===== src/rtl/lfsr_stream_decoder.sv =====
// Receive-side decoder for the 6-bit LFSR stream cipher: recovers tap pattern and
// seed from a known preamble, then emits decrypted payload on a valid/ready stream.
module lfsr_stream_decoder #(
  parameter int          PRE_LEN  = 7,
  parameter logic [7:0]  PRE_CHAR = 8'h5F
) (
  input  logic       clk,
  input  logic       rst_n,
  input  logic       start,
  input  logic       in_valid,
  output logic       in_ready,
  input  logic [7:0] in_data,
  input  logic       in_last,
  output logic       out_valid,
  input  logic       out_ready,
  output logic [7:0] out_data,
  output logic       out_last,
  output logic       locked,
  output logic [2:0] tap_sel,
  output logic [5:0] seed,
  output logic       done,
  output logic       err
);

  typedef enum logic [2:0] {IDLE, SEARCH, DECODE, DONE, FAIL} state_t;

  state_t     state;
  logic [3:0] k;
  logic [5:0] alive;
  logic [5:0] alive_nxt;
  logic [5:0] match;
  logic [5:0] st [6];
  logic [5:0] init_st;
  logic [5:0] key;
  logic [2:0] first_alive;
  logic       in_fire;
  logic       out_fire;

  function automatic logic [5:0] tap_of(input logic [2:0] idx);
    case (idx)
      3'd0:    tap_of = 6'h21;
      3'd1:    tap_of = 6'h2D;
      3'd2:    tap_of = 6'h30;
      3'd3:    tap_of = 6'h33;
      3'd4:    tap_of = 6'h36;
      default: tap_of = 6'h39;
    endcase
  endfunction

  function automatic logic [5:0] step(input logic [5:0] s, input logic [5:0] t);
    step = {s[4:0], ^(s & t)};
  endfunction

  assign key     = st[tap_sel];
  assign init_st = in_data[5:0] ^ PRE_CHAR[5:0];

  // Once the final byte sits in the output register no further input is taken.
  assign in_ready = !start &&
                    ((state == SEARCH) ||
                     ((state == DECODE) && !(out_valid && out_last) && (!out_valid || out_ready)));
  assign in_fire  = in_valid && in_ready;
  assign out_fire = out_valid && out_ready;

  always_comb begin
    match       = '0;
    alive_nxt   = '0;
    first_alive = '0;
    for (int c = 0; c < 6; c++) begin
      match[c] = (in_data == (PRE_CHAR ^ {2'b00, st[c]}));
    end
    if (k == 4'd0) begin
      alive_nxt = (in_data[7:6] == PRE_CHAR[7:6]) ? alive : 6'b000000;
    end else begin
      alive_nxt = alive & match;
    end
    for (int c = 5; c >= 0; c--) begin
      if (alive_nxt[c]) first_alive = 3'(c);
    end
  end

  always_ff @(posedge clk or negedge rst_n) begin
    if (!rst_n) begin
      state     <= IDLE;
      k         <= '0;
      alive     <= '0;
      out_valid <= 1'b0;
      out_data  <= '0;
      out_last  <= 1'b0;
      locked    <= 1'b0;
      tap_sel   <= '0;
      seed      <= '0;
      done      <= 1'b0;
      err       <= 1'b0;
      for (int c = 0; c < 6; c++) st[c] <= '0;
    end else if (start) begin
      state     <= SEARCH;
      k         <= '0;
      alive     <= 6'b111111;
      out_valid <= 1'b0;
      out_last  <= 1'b0;
      locked    <= 1'b0;
      done      <= 1'b0;
      err       <= 1'b0;
    end else begin
      case (state)
        SEARCH: begin
          if (in_fire) begin
            alive <= alive_nxt;
            k     <= k + 4'd1;
            // The first byte seeds every candidate; later bytes test and advance them.
            if (k == 4'd0) begin
              seed <= init_st;
              for (int c = 0; c < 6; c++) st[c] <= step(init_st, tap_of(3'(c)));
            end else begin
              for (int c = 0; c < 6; c++) st[c] <= step(st[c], tap_of(3'(c)));
            end
            if (in_last) begin
              err   <= 1'b1;
              state <= FAIL;
            end else if (k == 4'(PRE_LEN - 1)) begin
              if (alive_nxt != 6'b000000) begin
                tap_sel <= first_alive;
                locked  <= 1'b1;
                state   <= DECODE;
              end else begin
                err   <= 1'b1;
                state <= FAIL;
              end
            end
          end
        end
        DECODE: begin
          if (in_fire) begin
            out_data     <= in_data ^ {2'b00, key};
            out_last     <= in_last;
            out_valid    <= 1'b1;
            st[tap_sel]  <= step(key, tap_of(tap_sel));
          end else if (out_fire) begin
            out_valid <= 1'b0;
            if (out_last) begin
              out_last <= 1'b0;
              done     <= 1'b1;
              state    <= DONE;
            end
          end
        end
        default: begin
        end
      endcase
    end
  end

endmodule

===== config.mk =====
export PLATFORM = sky130hd
export DESIGN_NAME = lfsr_stream_decoder
export DESIGN_NICKNAME = d
export VERILOG_FILES = /design/src/rtl/lfsr_stream_decoder.sv
export SDC_FILE = /design/constraint.sdc
export NUM_CORES = 1
export LEC_CHECK = 0
export CAP_MARGIN = 15
export CORE_ASPECT_RATIO = 1.5
export CORE_MARGIN = 1
export CORE_UTILIZATION = 29
export DETAILED_ROUTE_END_ITERATION = 16
export PLACE_DENSITY_LB_ADDON = 0.05
export SYNTH_ARGS = -nofsm -noshare
export SYNTH_HDL_FRONTEND = slang
export SYNTH_SLANG_ARGS = --single-unit

===== constraint.sdc =====
create_clock -name clk -period 2.79 [get_ports clk]
set_input_delay 0.837 -clock clk [delete_from_list [all_inputs] [get_ports clk]]
set_output_delay 0.837 -clock clk [all_outputs]
set_load 0.01 [all_outputs]

## Yosys cells after proc, flatten, opt, wreduce, memory -nomap -nowiden

Cells that the tools add are included.

| storage, ports and cells | value |
|---|---|
| bits in registers | 71 |

| operators by class | value |
|---|---|
| $add $sub $neg | 1 |
| order comparisons | 2 |
| equal/unequal tests | 24 |
| multiplexer cells | 109 |
| bitwise logic cells | 25 |
| reductions and logical operators | 49 |

Operators by type and width:

| kind | number |
|---|---|
| 2-to-1 mux 6 bit | 59 |
| 2-to-1 mux 36 bit | 3 |
| AND 6 bit | 14 |
| XOR reduction 6 bit | 13 |
| case mux 36 bit (2 select lines) | 1 |
| equality test 8 x 7 -> 1 bit | 6 |
| 2-to-1 mux 3 bit | 14 |
| bitwise mux 36 bit | 1 |
| NOT 5 -> 6 bit | 6 |
| case mux 5 bit (5 select lines) | 1 |
| 2-to-1 mux 1 bit | 24 |
| binary-select mux 6 bit (select 3 bit) | 1 |
| demux 6 bit (select 3 bit) | 1 |
| AND reduction 4 bit | 4 |
| nonzero test 2 bit | 8 |
| != test 3 bit (second input constant) | 5 |
| 2-to-1 mux 4 bit | 3 |
| AND reduction 6 bit | 2 |
| equality test 3 x 2 -> 1 bit (second input constant) | 3 |
| nonzero test 3 bit | 3 |
| != test 2 bit (second input constant) | 4 |
| bitwise XOR 8 x 6 -> 8 bit | 1 |
| logical AND 1 bit | 7 |
| equality test 3 x 1 -> 1 bit (second input constant) | 2 |
| other kinds (19) | 24 |

## Logic depth before layout (Yosys ltp)

Gate-level depths: netlist of run 1.

| logic depth | value |
|---|---|
| depth in word-level cells | 15 |
| gate-level depth with buffers | 10 |

## Worst setup path before layout of run 1

Ideal clock, no wire load.

| timing path | value |
|---|---|
| kind | input-to-reg |
| from | in in_data[5] |
| to | reg tap_sel[0] |
| arrival | 2.414 ns |
| data required time | 2.662 ns |
| setup slack | 0.248 ns |
| stages on the path | 8 |
| buffers on the path | 1 |
| cells stage by stage | buf_2 -> xor2_1 -> nor4_1 -> a31oi_1 -> o2bb2ai_1 -> nor4b_2 -> nand2b_1 -> mux2_1 |

| between the ends | value |
|---|---|
| word-level cells in the longest chain between the ends | 9 |
| elaborated cells on any way between the ends | 16 |
| classes of those cells | eq/ne (6); mux (7); bitwise (1); reduce/logical (2) |

Ends and longest elaborated chain:

| what | line | RTL |
|---|---|---|
| start: declaration | 12 | `input logic [7:0] in_data,` |
| equality test 8 x 7 -> 1 bit | 69 | `match[c] = (in_data == (PRE_CHAR ^ {2'b00, st[c]}));` |
| AND 6 bit (*) | 74 | `alive_nxt = alive & match;` |
| 2-to-1 mux 6 bit (*) | 71 | `if (k == 4'd0) begin` |
| 2-to-1 mux 3 bit (6 in a row) | 77 | `if (alive_nxt[c]) first_alive = 3'(c);` |
| end signal: assignment | 122 | `tap_sel <= first_alive;` |
| end: declaration | 19 | `output logic [2:0] tap_sel,` |

Mark *: on every way between the ends. The rest lies on a longest branch, timed or not.
A chain may end at the register's enable or synchronous reset.

## Worst setup path after layout of run 1

| timing path | value |
|---|---|
| from | in in_data[4] |
| to | reg tap_sel[0] |

The elaborated chain is that of the path after synthesis.

==> metrics, run 1 <==
Clk pwr share 0.290; Clock Skew 0.0108 ns; Worst R2R Setup Slack 0.33 ns; CTS root buf clkbuf_16; Main synth FF type dfrtp_1; Pleak 2.49 nW; worst hold path type in -> async; final antenna-violating net count 0; Clock Latency Late Sink 0.35 ns; routed vias 4187; CP Launch Point in_data[4]; slew margin rel. 0.639; Comb pwr share 0.347; CP Max Fanout 8; cell depth of the worst flop-to-flop path 7; Seq pwr share 0.363; max-cap violations 0; Residual DRC 0; actual slew at the worst max-slew pin 0.528 ns; FF-to-FF End st[18]; Final Hold Fails 0; CP arrival 2.90 ns; Crit Path Category in -> reg; initial antenna violation count 0; Avg Cell Area, Syn 8.83 um^2; aggregate routed wire length 16500 um; Worst Setup Start Kind primary input; core area 15600 um^2; power per cell area 737 nW/um^2; Initial DRT Pass Iterations 4; number of global-route vias before repair 4171; nature of the critical path endpoint flip-flop; Layout area overhead 30.1%; EDFF count, synth 0; drt first-iter violations 244; switching share of power 0.370; fmax 373 MHz; Critical Path RT 3.01 ns; IR drop worst, VDD 307 uV; worst-case clock buffer depth 2; first-pass GRT wire length 25700 um; Final GP Congestion 0.895; post-synth cell types 58; Design Power 0.00444 W; ANT cells 0; routed len/inst 20.3 um; post-synthesis sequential area ratio 0.383; yosys warns 0; Final min period 2.68 ns; post-synth net total 542; Final Slew Violations 0; Final Instance Count excl. Fillers 815; Inst Count DP 799; NetSw 0.00164 W; share of synthesized registers carrying an async set or reset 1.00; port bufs 36; DR vias/cell 5.14; clock sink count 71; crit-path cells clkdlybuf4s50_1 > buf_4 > xor2_1 > nand4_1 > o31ai_2 > a32oi_2 > nor4b_2 > nand2b_1 > mux2_1; fraction of layout cells with a size suffix above 1 0.188; post-DP HPWL 12700 um; Max stage delay on crit path 0.46 ns; post-route clock period utilization 0.962; die height 157 um; Clock Pin Slew Worst Setup and Hold Paths 0.06 ns; total gr overflow 0; Crit-path slowest cell clkdlybuf4s50_1; Initial Utilization 0.297; Die W 105 um; P_int 0.00280 W; launching point of the worst reg2reg path tap_sel[2]; hold slack 0.449 ns; Total GRT Usage 0.211; H-tree lvl count 3; fin area 6030 um^2; largest net degree at the start of global routing 37; placed cell areas 5650 um^2; post-layout net count 624; Mapped Area 4640 um^2; die area 16500 um^2; FF+latch count, synth 71; CTS Buf Count 9; num ports 37; CTS hold repair buffers 0; final setup fails 0; Util after Layout 0.386; outcome complete, no violations; gate count of the mapped netlist 525; Setup Buffers After CTS 0; TritonCTS clock tree yes; row count 56
-- Yosys cell counts (2+ instances only) --
| master | count | area share |
|---|---|---|
| nand2_1 | 76 | 0.062 |
| dfrtp_1 | 71 | 0.38 |
| nor2_1 | 52 | 0.042 |
| xor2_1 | 36 | 0.068 |
| xnor2_1 | 34 | 0.064 |
| o21ai_1 | 33 | 0.036 |
| a21oi_1 | 27 | 0.029 |
| o22a_1 | 27 | 0.051 |
| clkbuf_1 | 18 | 0.015 |
| o21ai_0 | 14 | 0.015 |
| mux2i_1 | 10 | 0.022 |
| inv_1 | 8 | 0.0065 |
| o31ai_1 | 8 | 0.013 |
| and2_1 | 7 | 0.0094 |
| buf_2 | 7 | 0.0076 |
| nand3_1 | 7 | 0.0076 |
| o22ai_1 | 7 | 0.0094 |
| mux2_2 | 6 | 0.015 |
| a211oi_1 | 5 | 0.0081 |
| nand2b_1 | 5 | 0.0067 |
| a211o_1 | 4 | 0.0076 |
| nand4_1 | 4 | 0.0054 |
| nor4_1 | 4 | 0.0054 |
| a21oi_4 | 3 | 0.011 |
| a22o_1 | 3 | 0.0057 |
| ha_1 | 3 | 0.0081 |
| nor2b_1 | 3 | 0.0040 |
| a21boi_0 | 2 | 0.0032 |
| a31oi_1 | 2 | 0.0027 |
| a32oi_1 | 2 | 0.0038 |
| buf_1 | 2 | 0.0016 |
| buf_4 | 2 | 0.0032 |
| buf_6 | 2 | 0.0049 |
| inv_2 | 2 | 0.0016 |
| mux4_2 | 2 | 0.0097 |
| nand3b_1 | 2 | 0.0032 |
| nor3_1 | 2 | 0.0022 |
| o2111ai_1 | 2 | 0.0038 |
| o21bai_1 | 2 | 0.0032 |
-- per-layer routing --
| metal | GRT usage | routed length (um) | vias up |
|---|---|---|---|
| met1 | 0.258 | 6830 | 2063 |
| met4 | 0.0751 | 478 | 0 |
| met5 | 0 | 0 | - |
| met2 | 0.379 | 8740 | 89 |
| li1 | - | - | 2010 |
| met3 | 0.0246 | 468 | 25 |
-- cells in the final DEF (no fill, tap or decap), types with 6 or more instances in the layout --
| cell | n |
|---|---|
| nand3_1 | 7 |
| clkbuf_16 | 9 |
| clkdlybuf4s50_1 | 33 |
| o21ai_0 | 14 |
| o22ai_1 | 7 |
| mux2i_1 | 10 |
| and2_1 | 7 |
| o21ai_1 | 33 |
| nand2_1 | 76 |
| nor2_1 | 52 |
| inv_1 | 8 |
| dfrtp_1 | 71 |
| a21oi_1 | 25 |
| buf_4 | 63 |
| mux2_2 | 6 |
| xnor2_1 | 33 |
| xor2_1 | 36 |
| o22a_1 | 27 |
-- power groups by stage --
stage | Combinational, W | Clock (W) | Sequential (W)
floorplan | 0.000945 | 0 | 0.00149
global placement | 0.00151 | 0 | 0.00162
detailed placement | 0.00151 | 0 | 0.00163
CTS | 0.00152 | 0.00133 | 0.00161
global route | 0.00168 | 0.00137 | 0.00164
finish | 0.00154 | 0.00129 | 0.00161
-- critical path, delay by kind of cell --
family | cells | cell delay (ns)
buf+inv | 2 | 0.64
simple gates | 3 | 0.52
compound gates | 2 | 0.43
xor+xnor | 1 | 0.18
mux | 1 | 0.31
-- timing repair --
item | 4_1_cts | 5_1_grt
hold endpoints to repair | 0 | 0
setup endpoints to repair | 1 | 8
resized for setup | 2 | 12
pin swaps | 0 | 2
-- worst max-delay path by stage --
| stage | to | slack [ns] | cells past startpoint |
|---|---|---|---|
| after global routing | tap_sel[1] | -0.008 | 10 |
| final | tap_sel[0] | 0.11 | 9 |
| after floorplan | tap_sel[0] | 0.25 | 8 |
| after CTS | in_ready | 0.004 | 5 |
| after detailed placement | tap_sel[0] | -0.32 | 8 |
| after global placement | tap_sel[0] | -0.31 | 8 |
-- state kept, by name (all words and copies together) (netlist names), 3 cells and up --
| register | cells |
|---|---|
| state | 3 |
| seed | 6 |
| k | 4 |
| tap_sel | 3 |
| alive | 6 |
| out_data | 8 |
| st | 36 |
-- logic make-up after synthesis --
group / after synthesis / share of synthesized area
flops: 71 / 0.383
fa+ha+maj: 3 / 0.00810
mux: 20 / 0.0515
xor+xnor: 71 / 0.136
compound gates: 152 / 0.225
simple gates: 167 / 0.157
buf+inv: 41 / 0.0399
-- stage by stage --
stage	TNS [ns]	worst slack (ns)
2_1_floorplan	0	0.248
3_3_place_gp	-1.87	-0.307
3_5_place_dp	-1.92	-0.315
4_1_cts	0	0.00429
5_1_grt	-0.0136	-0.00766
6_report	0	0.107
-- area by class of cell --
cell class	count	area, um^2
Sequential cell	71	1780
Tap cell	203	254
Inverter	10	37.5
Multi-Input combinational cell	413	2730
Fill cell	1604	9590
Clock inverter	6	91.3
Timing Repair Buffer	102	901
Clock buffer	10	239
Power figures use the tool's default switching activity.
==> run 2: changes to the inputs <==
--- a/config.mk
+++ b/config.mk
@@ -10,6 +10,7 @@
 export CORE_MARGIN = 1
 export CORE_UTILIZATION = 29
 export DETAILED_ROUTE_END_ITERATION = 16
+export DONT_BUFFER_PORTS = 1
 export PLACE_DENSITY_LB_ADDON = 0.05
 export SYNTH_ARGS = -nofsm -noshare
 export SYNTH_HDL_FRONTEND = slang
==> run 2 against run 1 <==
Core utilization is 4.5 points lower. Worst hold slack worse by 0.26 ns. Fmax is 3.3% higher. Cell area is 12% lower.
==> metrics, run 2 (synthesized netlist as in run 1, its figures left out) <==
clock sink count 71; Comb pwr share 0.295; Worst R2R Setup Slack 0.19 ns; largest net degree at the start of global routing 72; final setup fails 0; grt met2 use 0.365; switching share of power 0.368; Critical Path RT 3.01 ns; placed cell areas 4980 um^2; initial antenna violation count 0; Seq pwr share 0.387; CP Launch Point k[0]; CP Max Fanout 8; IR drop worst, VDD 268 uV; max-cap violations 0; launching point of the worst reg2reg path k[0]; Clock Pin Slew Worst Setup and Hold Paths 0.06 ns; FF-to-FF End tap_sel[0]; Total GRT Usage 0.214; Final Slew Violations 0; Pleak 2.15 nW; CTS root buf clkbuf_16; met1 usage 0.256; Clock Skew 0.00828 ns; Crit. path cell count 8; crit-path cells inv_1 > ha_1 > nand2_1 > o31ai_1 > a32oi_1 > nor4b_2 > nand2b_1 > mux2_1; fin area 5330 um^2; flip-flop count of the largest register after layout 36; row count 56; Largest regs st (36), out_data (8); Final Hold Fails 0; Max stage delay on crit path 0.42 ns; Residual DRC 0; setup TNS 0 ns; Setup Buffers After CTS 0; drt first-iter violations 272; post-layout net count 552; Inst Count DP 727; Initial Utilization 0.297; largest delay contributor family on the critical path simple AND/OR/NAND/NOR gates; critical path buffer and inverter count 1; die height 157 um; slew margin rel. 0.553; met3 Track Usage GR 0.0375; DR vias/cell 5.35; worst-case clock buffer depth 2; Worst Setup Start Kind flip-flop; CTS Buf Count 9; num ports 37; Clock Latency Late Sink 0.34 ns; routed len/inst 22.6 um; power per cell area 806 nW/um^2; cell depth of the worst flop-to-flop path 8; P_int 0.00271 W; RSZ-0062 raised after global routing no; die area 16500 um^2; total gr overflow 0; CP endpoint tap_sel[0]; CP arrival 2.82 ns; first-pass GRT wire length 25800 um; nature of the critical path endpoint flip-flop; commonest non-fill, non-tap cell in the layout nand2_1; actual slew at the worst max-slew pin 0.665 ns; number of global-route vias before repair 4082; ANT cells 0; final antenna-violating net count 0; Crit-path slowest cell nor4b_2; Initial DRT Pass Iterations 4; Die W 105 um; NetSw 0.00158 W; H-tree lvl count 3; outcome complete, no violations; core area 15600 um^2; aggregate routed wire length 16800 um; fraction of layout cells with a size suffix above 1 0.126; post-route clock period utilization 0.931; Layout area overhead 14.9%; Most flops, register st; worst hold path type in -> async; post-DP HPWL 12500 um; fmax 385 MHz; port bufs 0; Crit Path Category reg -> reg; Final min period 2.60 ns; TritonCTS clock tree yes; CTS hold repair buffers 0; Clk pwr share 0.318; CTS-repair resized insts 0; Top Usage Layer GRT met2; most frequent cells in the layout nand2_1 (76), dfrtp_1 (71), nor2_1 (52), xor2_1 (36), xnor2_1 (34); Final GP Congestion 0.925; Final Instance Count excl. Fillers 743; routed vias 3977
-- run 2: cell types whose count changed in the layout (fill, tap and decap cells not counted), moves of 2 or more --
| cell | change |
|---|---|
| a21oi_1 | +2 |
| a21oi_2 | -2 |
| buf_12 | -3 |
| o31ai_1 | +3 |
| clkdlybuf4s50_1 | -33 |
| buf_4 | -34 |
| o31ai_2 | -2 |
-- run 2: power groups by stage --
stage	clock, W	combinational [W]	sequential [W]
2_1_floorplan	0	0.000945	0.00149
3_3_place_gp	0	0.00126	0.00168
3_5_place_dp	0	0.00126	0.00168
4_1_cts	0.00140	0.00127	0.00166
5_1_grt	0.00144	0.00139	0.00168
6_report	0.00137	0.00127	0.00166
-- run 2: layout make-up --
type / instances / area [um^2]
inverters: 10 / 37.5
clock buffers: 9 / 225
well taps: 203 / 254
flip-flops and latches: 71 / 1780
repair buffers: 30 / 238
clock inverters: 7 / 120
multi-input cells: 413 / 2680
fillers: 1630 / 10300
-- run 2: how the worst min path moves through the flow --
stage | start | to | slack [ns] | cells past startpoint
5_1_grt | rst_n | out_data[7] | 0.17 | 0
4_1_cts | rst_n | out_data[7] | 0.17 | 0
3_5_place_dp | alive[2] | alive[2] | 0.48 | 1
3_3_place_gp | alive[0] | alive[0] | 0.47 | 1
6_report | rst_n | out_data[1] | 0.18 | 0
2_1_floorplan | alive[0] | alive[0] | 0.45 | 1
-- run 2: worst reg2reg max path: stages (launching register included) --
cell and delay [ns]:
dfrtp_1 0.40, inv_1 0.08, ha_1 0.21, nand2_1 0.29, o31ai_1 0.20, a32oi_1 0.32, nor4b_2 0.42, nand2b_1 0.23
mux2_1 0.33
-- run 2: through the flow --
step                total power, W  worst slack (ns)  hold WS [ns]  utilization
global route               0.00452            0.0163         0.170        0.341
detailed placement         0.00294            0.0550         0.475        0.319
floorplan                  0.00244             0.248         0.450            -
finish                     0.00429             0.192         0.184        0.341
global placement           0.00295            0.0386         0.470        0.319
CTS                        0.00432            0.0979         0.175        0.341
-- run 2: metal layers --
metal  up-vias  routed length [um]
met2       121                8400
li1       1860                   -
met4         0                 833
met5         -                   0
met1      1947                6740
met3        49                 774
==> run 3: changes to the inputs <==
--- a/config.mk
+++ b/config.mk
@@ -6,12 +6,10 @@
 export NUM_CORES = 1
 export LEC_CHECK = 0
 export CAP_MARGIN = 15
-export CORE_ASPECT_RATIO = 1.5
 export CORE_MARGIN = 1
 export CORE_UTILIZATION = 29
 export DETAILED_ROUTE_END_ITERATION = 16
 export DONT_BUFFER_PORTS = 1
-export PLACE_DENSITY_LB_ADDON = 0.05
 export SYNTH_ARGS = -nofsm -noshare
 export SYNTH_HDL_FRONTEND = slang
 export SYNTH_SLANG_ARGS = --single-unit
==> run 3 against run 2 <==
Non-clock buffer count decreased by 5. Fmax up 2.6%. Clock skew about the same. Critical endpoint unchanged. Sequential share of layout area grew 0.58 points. Wire length is 14% lower. Largest power group unchanged.
==> metrics, run 3 (synthesized netlist as in run 1, its figures left out) <==
outcome complete, no violations; Crit Path Category reg -> reg; CP arrival 2.76 ns; launching point of the worst reg2reg path k[0]; setup TNS 0 ns; Final min period 2.53 ns; commonest non-fill, non-tap cell in the layout nand2_1; CTS Buf Count 9; routed vias 4026; max-cap violations 0; Total GRT Usage 0.184; IR drop worst, VDD 256 uV; CTS hold repair buffers 0; total gr overflow 0; flip-flop count of the largest register after layout 36; ANT cells 0; pre-CTS setup slack 0.0833 ns; DR WL met2 6720 um; Critical Path RT 3.02 ns; most frequent cells in the layout nand2_1 (75), dfrtp_1 (71), nor2_1 (52), xor2_1 (36); Worst Setup Start Kind flip-flop; met3 WL 990 um; aggregate routed wire length 14500 um; worst hold path type in -> async; drt first-iter violations 352; clock sink count 71; routed len/inst 19.4 um; die area 16500 um^2; DR vias/cell 5.40; first-pass GRT wire length 22600 um; Setup Buffers After CTS 0; nature of the critical path endpoint flip-flop; FF-to-FF End tap_sel[0]; final setup fails 0; cell depth of the worst flop-to-flop path 8; Final Slew Violations 0; hold slack 0.177 ns; core area 15400 um^2; post-DP HPWL 10200 um; Initial DRT Pass Iterations 5; row count 45; placed cell areas 4940 um^2; CTS-repair resized insts 0; post-route clock period utilization 0.908; RSZ-0062 raised after global routing no; fin area 5240 um^2; final setup margin 0.258 ns; post-layout net count 547; Clock Pin Slew Worst Setup and Hold Paths 0.06 ns; port bufs 0; slew margin rel. 0.580; H-tree lvl count 3; largest net degree at the start of global routing 72; Clock Latency Late Sink 0.35 ns; Most flops, register st; M1 wire length 6470 um; Worst R2R Setup Slack 0.26 ns; final antenna-violating net count 0; number of global-route vias before repair 3907; die height 128 um; worst-case clock buffer depth 2; CTS root buf clkbuf_16; fraction of layout cells with a size suffix above 1 0.121; Final GP Congestion 0.993; CP Max Fanout 9; Residual DRC 0; actual slew at the worst max-slew pin 0.628 ns; Max Used Layer met4; Clock Skew 0.00822 ns; Pleak 2.10 nW; Largest regs st (36), out_data (8); power per cell area 756 nW/um^2; Layout area overhead 12.9%; TritonCTS clock tree yes; num ports 37; fmax 395 MHz; Die W 128 um; initial antenna violation count 0; Final Hold Fails 0; Initial Utilization 0.301
-- run 3: area by class of cell --
| type | instances | area [um^2] |
|---|---|---|
| Clock buffer | 10 | 239 |
| Clock inverter | 6 | 45.0 |
| Fill cell | 1626 | 10200 |
| Inverter | 10 | 37.5 |
| Multi-Input combinational cell | 413 | 2690 |
| Sequential cell | 71 | 1780 |
| Tap cell | 211 | 264 |
| Timing Repair Buffer | 25 | 188 |
-- run 3: where the power goes --
group	leakage, nW	internal, W	switching, W	total (W)
Clock	0.131	0.000629	0.000486	0.00111
Combinational	1.09	0.000583	0.000634	0.00122
Sequential	0.881	0.00125	0.000375	0.00162
-- run 3: worst max path at each step --
stage	startpoint	to	slack, ns
finish	k[0]	tap_sel[0]	0.26
global placement	in_data[4]	tap_sel[0]	0.11
detailed placement	in_data[4]	tap_sel[0]	0.08
CTS	k[0]	tap_sel[0]	0.08
global route	k[0]	tap_sel[0]	0.05
floorplan	in_data[5]	tap_sel[0]	0.25
-- run 3: through the flow --
step	utilization	total power (W)	instances
final	0.339	0.00396	746
after global placement	0.320	0.00279	730
after floorplan	-	0.00244	525
after detailed placement	0.320	0.00282	730
after CTS	0.339	0.00395	746
after global routing	0.339	0.00416	746
-- run 3: critical path, stage by stage, from the launching register on --
cell	delay (ns)
dfrtp_1	0.40
inv_1	0.09
ha_1	0.23
nand2_2	0.24
o31ai_1	0.20
a32oi_1	0.32
nor4b_2	0.35
nand2b_1	0.23
mux2_1	0.35
-- run 3: per-layer routing --
metal,GRT usage,vias up
met5,0,-
met1,0.246,1983
met3,0.0478,25
met4,0.0623,0
li1,-,1848
met2,0.286,170
